File: src/rtl/cnn_pkg.sv
// Shared encodings for the MNIST CNN schedulers: sequencer states, layer modes,
// default channel counts and picture dimensions per layer.
package cnn_pkg;

    typedef enum logic [2:0] {
        S_IDLE,
        S_CONV_GO,
        S_CONV_WAIT,
        S_POOL_GO,
        S_POOL_WAIT,
        S_FC_GO,
        S_FC_WAIT,
        S_FINISH
    } seq_state_t;

    localparam logic MODE_L0 = 1'b0;
    localparam logic MODE_L1 = 1'b1;

    localparam int CH_L0_DEF = 4;
    localparam int CH_L1_DEF = 8;

    localparam int L0_IN_DIM   = 28;
    localparam int L0_CONV_DIM = 24;
    localparam int L0_POOL_DIM = 12;
    localparam int L1_IN_DIM   = 12;
    localparam int L1_CONV_DIM = 8;
    localparam int L1_POOL_DIM = 4;

    function automatic logic is_go(input seq_state_t s);
        return (s == S_CONV_GO) || (s == S_POOL_GO) || (s == S_FC_GO);
    endfunction

    function automatic logic is_wait(input seq_state_t s);
        return (s == S_CONV_WAIT) || (s == S_POOL_WAIT) || (s == S_FC_WAIT);
    endfunction

endpackage

File: src/rtl/seq_watchdog.sv
// Wait-state timeout: counter cleared on arm, counts while active, sticky error at all-ones.
// expired is combinational from the registered count; no backpressure.
module seq_watchdog #(
    parameter int TMO_BIT = 16
) (
    input  logic clk,
    input  logic rst,
    input  logic arm,
    input  logic active,
    input  logic err_clr,
    output logic expired,
    output logic error
);

    logic [TMO_BIT-1:0] cnt;

    assign expired = active && (&cnt);

    always_ff @(posedge clk) begin
        if (rst) begin
            cnt   <= '0;
            error <= 1'b0;
        end else begin
            if (arm) begin
                cnt <= '0;
            end else if (active && !(&cnt)) begin
                cnt <= cnt + 1'b1;
            end
            if (err_clr) begin
                error <= 1'b0;
            end else if (expired) begin
                error <= 1'b1;
            end
        end
    end

endmodule

File: src/rtl/cnn_layer_sequencer.sv
// Layer sequencer: conv+pool per channel for layer 0 then layer 1, then FC; start -> conv_start next cycle.
// No backpressure: each stage waits for its done pulse; SEQ_WATCHDOG_EN adds a wait timeout with sticky error.
module cnn_layer_sequencer
    import cnn_pkg::*;
#(
    parameter int CH_L0   = CH_L0_DEF,
    parameter int CH_L1   = CH_L1_DEF,
    parameter int CH_BIT  = 4,
    parameter int TMO_BIT = 16
) (
    input  logic              clk,
    input  logic              rst,
    input  logic              start,
    input  logic              conv_done,
    input  logic              pool_done,
    input  logic              fc_done,
    output logic              conv_start,
    output logic              pool_start,
    output logic              fc_start,
    output logic              mode,
    output logic [CH_BIT-1:0] ch_idx,
    output logic              buf_sel,
    output logic              busy,
    output logic              done,
    output logic              error
);

    localparam logic [CH_BIT-1:0] L0_LAST = CH_BIT'(CH_L0 - 1);
    localparam logic [CH_BIT-1:0] L1_LAST = CH_BIT'(CH_L1 - 1);

    seq_state_t        state, state_nx;
    logic              mode_nx;
    logic [CH_BIT-1:0] ch_nx;
    logic              buf_nx;
    logic              timeout;

`ifdef SEQ_WATCHDOG_EN
    seq_watchdog #(
        .TMO_BIT (TMO_BIT)
    ) u_watchdog (
        .clk     (clk),
        .rst     (rst),
        .arm     (is_go(state)),
        .active  (is_wait(state)),
        .err_clr ((state == S_IDLE) && start),
        .expired (timeout),
        .error   (error)
    );
`else
    assign timeout = 1'b0;
    assign error   = 1'b0;
`endif

    assign conv_start = (state == S_CONV_GO);
    assign pool_start = (state == S_POOL_GO);
    assign fc_start   = (state == S_FC_GO);
    assign done       = (state == S_FINISH);
    assign busy       = (state != S_IDLE) && (state != S_FINISH);

    always_comb begin
        state_nx = state;
        mode_nx  = mode;
        ch_nx    = ch_idx;
        buf_nx   = buf_sel;
        case (state)
            S_IDLE: begin
                if (start) begin
                    state_nx = S_CONV_GO;
                    mode_nx  = MODE_L0;
                    ch_nx    = '0;
                    buf_nx   = 1'b0;
                end
            end
            S_CONV_GO: state_nx = S_CONV_WAIT;
            S_CONV_WAIT: begin
                if (conv_done) begin
                    state_nx = S_POOL_GO;
                    buf_nx   = ~buf_sel;
                end
            end
            S_POOL_GO: state_nx = S_POOL_WAIT;
            S_POOL_WAIT: begin
                if (pool_done) begin
                    buf_nx   = ~buf_sel;
                    state_nx = S_CONV_GO;
                    if (mode == MODE_L0) begin
                        if (ch_idx == L0_LAST) begin
                            mode_nx = MODE_L1;
                            ch_nx   = '0;
                        end else begin
                            ch_nx = ch_idx + 1'b1;
                        end
                    end else if (ch_idx == L1_LAST) begin
                        state_nx = S_FC_GO;
                    end else begin
                        ch_nx = ch_idx + 1'b1;
                    end
                end
            end
            S_FC_GO: state_nx = S_FC_WAIT;
            S_FC_WAIT: begin
                if (fc_done) begin
                    state_nx = S_FINISH;
                end
            end
            S_FINISH: state_nx = S_IDLE;
            default:  state_nx = S_IDLE;
        endcase
        // A stalled scheduler aborts the run through FINISH so the CPU still sees done.
        if (timeout) begin
            state_nx = S_FINISH;
        end
    end

    always_ff @(posedge clk) begin
        if (rst) begin
            state   <= S_IDLE;
            mode    <= MODE_L0;
            ch_idx  <= '0;
            buf_sel <= 1'b0;
        end else begin
            state   <= state_nx;
            mode    <= mode_nx;
            ch_idx  <= ch_nx;
            buf_sel <= buf_nx;
        end
    end

endmodule

File: config.mk
export PLATFORM = sky130hd
export DESIGN_NAME = cnn_layer_sequencer
export DESIGN_NICKNAME = d
export VERILOG_FILES = /design/src/rtl/cnn_pkg.sv /design/src/rtl/seq_watchdog.sv /design/src/rtl/cnn_layer_sequencer.sv
export SDC_FILE = /design/constraint.sdc
export NUM_CORES = 1
export LEC_CHECK = 0
export CORE_MARGIN = 5
export CORE_UTILIZATION = 38
export CTS_BUF_LIST = sky130_fd_sc_hd__clkbuf_2
export CTS_CLUSTER_SIZE = 8
export DETAILED_ROUTE_END_ITERATION = 12
export PLACE_DENSITY_LB_ADDON = 0.05
export SLEW_MARGIN = 25
export SYNTH_ARGS = -nofsm -noshare
export SYNTH_HDL_FRONTEND = slang
export SYNTH_SLANG_ARGS = --single-unit
File: constraint.sdc
create_clock -name clk -period 1.9 [get_ports clk]
set_clock_uncertainty 0.1 [all_clocks]
set_input_delay 0.475 -clock clk [delete_from_list [all_inputs] [get_ports clk]]
set_output_delay 0.475 -clock clk [all_outputs]
set_load 0.05 [all_outputs]
==> results of run 1 <==
## worst max-delay path: cells and delay by family (launching register included)
family	cells	cell delay, ps
simple gates	3	320
buf+inv	1	190
flops	1	430
## how the worst max path moves through the flow
stage | slack [ps] | depth (start not counted) | endpoint | startpoint
2_1_floorplan | -280 | 2 | conv_start | state[0]
3_3_place_gp | 90 | 5 | ch_idx[2] | pool_done
3_5_place_dp | 80 | 5 | ch_idx[2] | pool_done
4_1_cts | 20 | 4 | busy | state[1]
5_1_grt | -3 | 4 | busy | state[1]
6_report | 120 | 4 | busy | state[1]
## where the power goes
part	internal (mW)	leakage [nW]	total, mW	switching [mW]
sequential	0.200	0.0748	0.221	0.0212
clock	0.0476	0.0164	0.117	0.0693
combinational	0.0766	0.228	0.172	0.0952
## cell usage in the layout, fill, tap and decap left out, types with 2 or more instances in the layout
cell,n
nor2_1,10
buf_12,7
a21oi_1,6
dfxtp_1,6
buf_4,6
nand2_1,5
clkdlybuf4s50_1,5
nor3_2,3
clkbuf_2,3
inv_1,2
nand3_1,2
nand3b_1,2
mux2i_1,2
dfxtp_4,2
## state kept, by name, summed over array words and instances, names as in the netlist
signal,flops
mode,1
ch_idx,4
state,3
buf_sel,1
## cell families (layout without fill, tap and decap cells)
kind of cell / after synthesis / in the layout / share of synthesized area, %
adder cells (fa/ha/maj): 1 / 1 / 2.26
AND/OR/NAND/NOR: 30 / 30 / 30.1
multiplexers: 2 / 2 / 3.62
other: 1 / 1 / 0.678
flip-flops: 9 / 9 / 32.6
AO/OA/AOI/OAI: 15 / 15 / 19.9
buffers and inverters: 8 / 25 / 7.69
XOR/XNOR: 2 / 2 / 3.17
## area by class of cell
cell class                 instances  area share, %
multi-input combinational         51           42.7
tap                               15           2.27
clock buffer                       3           1.81
sequential                         9           22.8
clock inverter                     1          0.604
inverter                           3           1.36
timing repair buffer              18           28.4
## per-layer routing
layer | track usage (%) | vias to the layer above | share of wire, %
met3 | 6.64 | 3 | 6.9
met5 | 0 | - | 0
met1 | 16.8 | 228 | 47
met4 | 4.84 | 0 | 0.65
met2 | 17.7 | 15 | 45
li1 | - | 275 | -
## synthesized netlist by cell type (2+ instances only)
cell,instances,area [µm²]
nor2_1,11,41.3
mux2i_1,2,20.0
a21oi_1,6,30.0
inv_1,2,7.51
dfxtp_1,9,180
nor3_1,2,10.0
nand3b_1,2,15.0
buf_4,3,22.5
nand3_1,2,10.0
nor3_2,2,20.0
nand2_1,5,18.8
## metrics by stage
step	TNS, ps	total power, mW	setup WS, ps	cell area [µm²]	hold WS (ps)
2_1_floorplan	-728	0.330	-278	556	460
3_3_place_gp	0	0.386	87.6	778	369
3_5_place_dp	0	0.387	84.8	778	378
4_1_cts	0	0.513	20.6	811	394
5_1_grt	-2.58	0.551	-2.58	828	422
6_report	0	0.510	123	828	392
## repair_timing
item,in CTS,in global routing
setup endpoints to repair,3,2
hold buffers,0,0
cloned,0,0
gates resized for setup,4,5
==> metrics.md, run 1 <==
| Metric | Value |
|---|---|
| WS Path Type | flop to output port |
| Status | finished, final reports clean |
| CP cell instances | nand2_1, nor2_4, nor2_1, buf_4 |
| Post-Syn Area | 553 µm² |
| CTS tree | built |
| Footprint of the multi-input gates | 354 µm² |
| WL per Instance | 12.3 µm |
| Non-Filler Instances | 100 |
| Root Buffer | clkbuf_2 |
| Dpl hpwl | 985 µm |
| Hold/Removal Path Class | flop to flop |
| Pre-Repair DR Iteration Count | 4 |
| Reg-to-reg startpoint | ch_idx[0] |
| Core box area | 1330 µm² |
| Total of max-cap violations | 0 |
| Crit path capture type | output port |
| Final nets | 93 |
| VDD IR max | 544 µV |
| I/O pins | 18 |
| Register area share after synthesis | 32.6% |
| Port-buffer cells | 16 |
| Critical path fanouts, max | 11 |
| Hold Fails Final Rpt | 0 |
| Die W | 48.2 µm |
| Setup violators final | 0 |
| Layout cells sized above 1 | 34.1% |
| F_max | 563 MHz |
| Sequential Area | 189 µm² |
| Gr ovfl total | 0 |
| Async SR Flop Fraction | 0% |
| Diode count | 0 |
| Max-slew violation count | 0 |
| FILL cells | 125 |
| Placed cell count | 96 |
| Fin crit share | 93.5% |
| Largest net degree at the start of global routing | 12 |
| Minimum clock period | roughly 1800 ps |
| Die Span Y | 48.2 µm |
| Final wirelength | 1.23 mm |
| # rows | 13 |
| Routability cong. | around 0.79 |
| Primary FF master, synth | dfxtp_1 |
| Hold EP | buf_sel |
| Total CTS buffers | 3 |
| Max clock buf depth | 2 |
| Syn Inst Count | 68 |
| Reg2reg setup slack | about 320 ps |
| PD cells | 616 nW/µm² |
| H-Tree Depth | 1 |
| Worst Min Path Start | buf_sel |
| Hold Path Stages | 1 |
| First-pass GRT wire length | 2.00 mm |
| Worst EP required | 1320 ps |
| Yosys Warn Count | 0 |
| TritonCTS Sinks | 9 |
| Clock Latency Late Sink | about 260 ps |
| Initial antenna violation count | 0 |
| Post-route ant nets | 0 |
| Die area | 2320 µm² |
| Post-synth EDFFs | 0 |
| Worst path slowest cell | dfxtp_4 |
| Startpoint types | flop |
| Vias post-DR | 521 |
| Syn Area/Cell | between 8 and 9 µm² |
| Worst r2r path cells | 5 |
| Slowest stage delay, CP | 430 ps |
| Synthesized Nets | 75 |
| Post-DR vias/cell | roughly 5.2 |
| Global Route Usage Sum | 12.8% |
| Util after Layout | 62.1% |
| CTS clk-pin slew, worst paths | roughly 100 ps |
| Initial core utilization | 41.5% |
| R2r endpoint | ch_idx[1] |
| Setup Buffers After CTS | 0 |
| Area growth, synth to finish | 49.8% |
| Vias in the first global route | around 450 |
| Initial detailed-routing violation count | 9 |
| WP data arrival | 1200 ps |
| #FFs+latches synth | 9 |
| LEAKAGE | 0.319 nW |
| DR DRC count | 0 |
| Synth unique cells | 33 |
No activity file was read; power rests on OpenSTA's default activity.
==> inputs of run 2 (changes only) <==
--- a/config.mk
+++ b/config.mk
@@ -11,7 +11,7 @@
 export CTS_CLUSTER_SIZE = 8
 export DETAILED_ROUTE_END_ITERATION = 12
 export PLACE_DENSITY_LB_ADDON = 0.05
-export SLEW_MARGIN = 25
+export SLEW_MARGIN = 20
 export SYNTH_ARGS = -nofsm -noshare
 export SYNTH_HDL_FRONTEND = slang
 export SYNTH_SLANG_ARGS = --single-unit
==> results of run 2 <==
Final layout, timing and power as in run 1 (identical DEF).
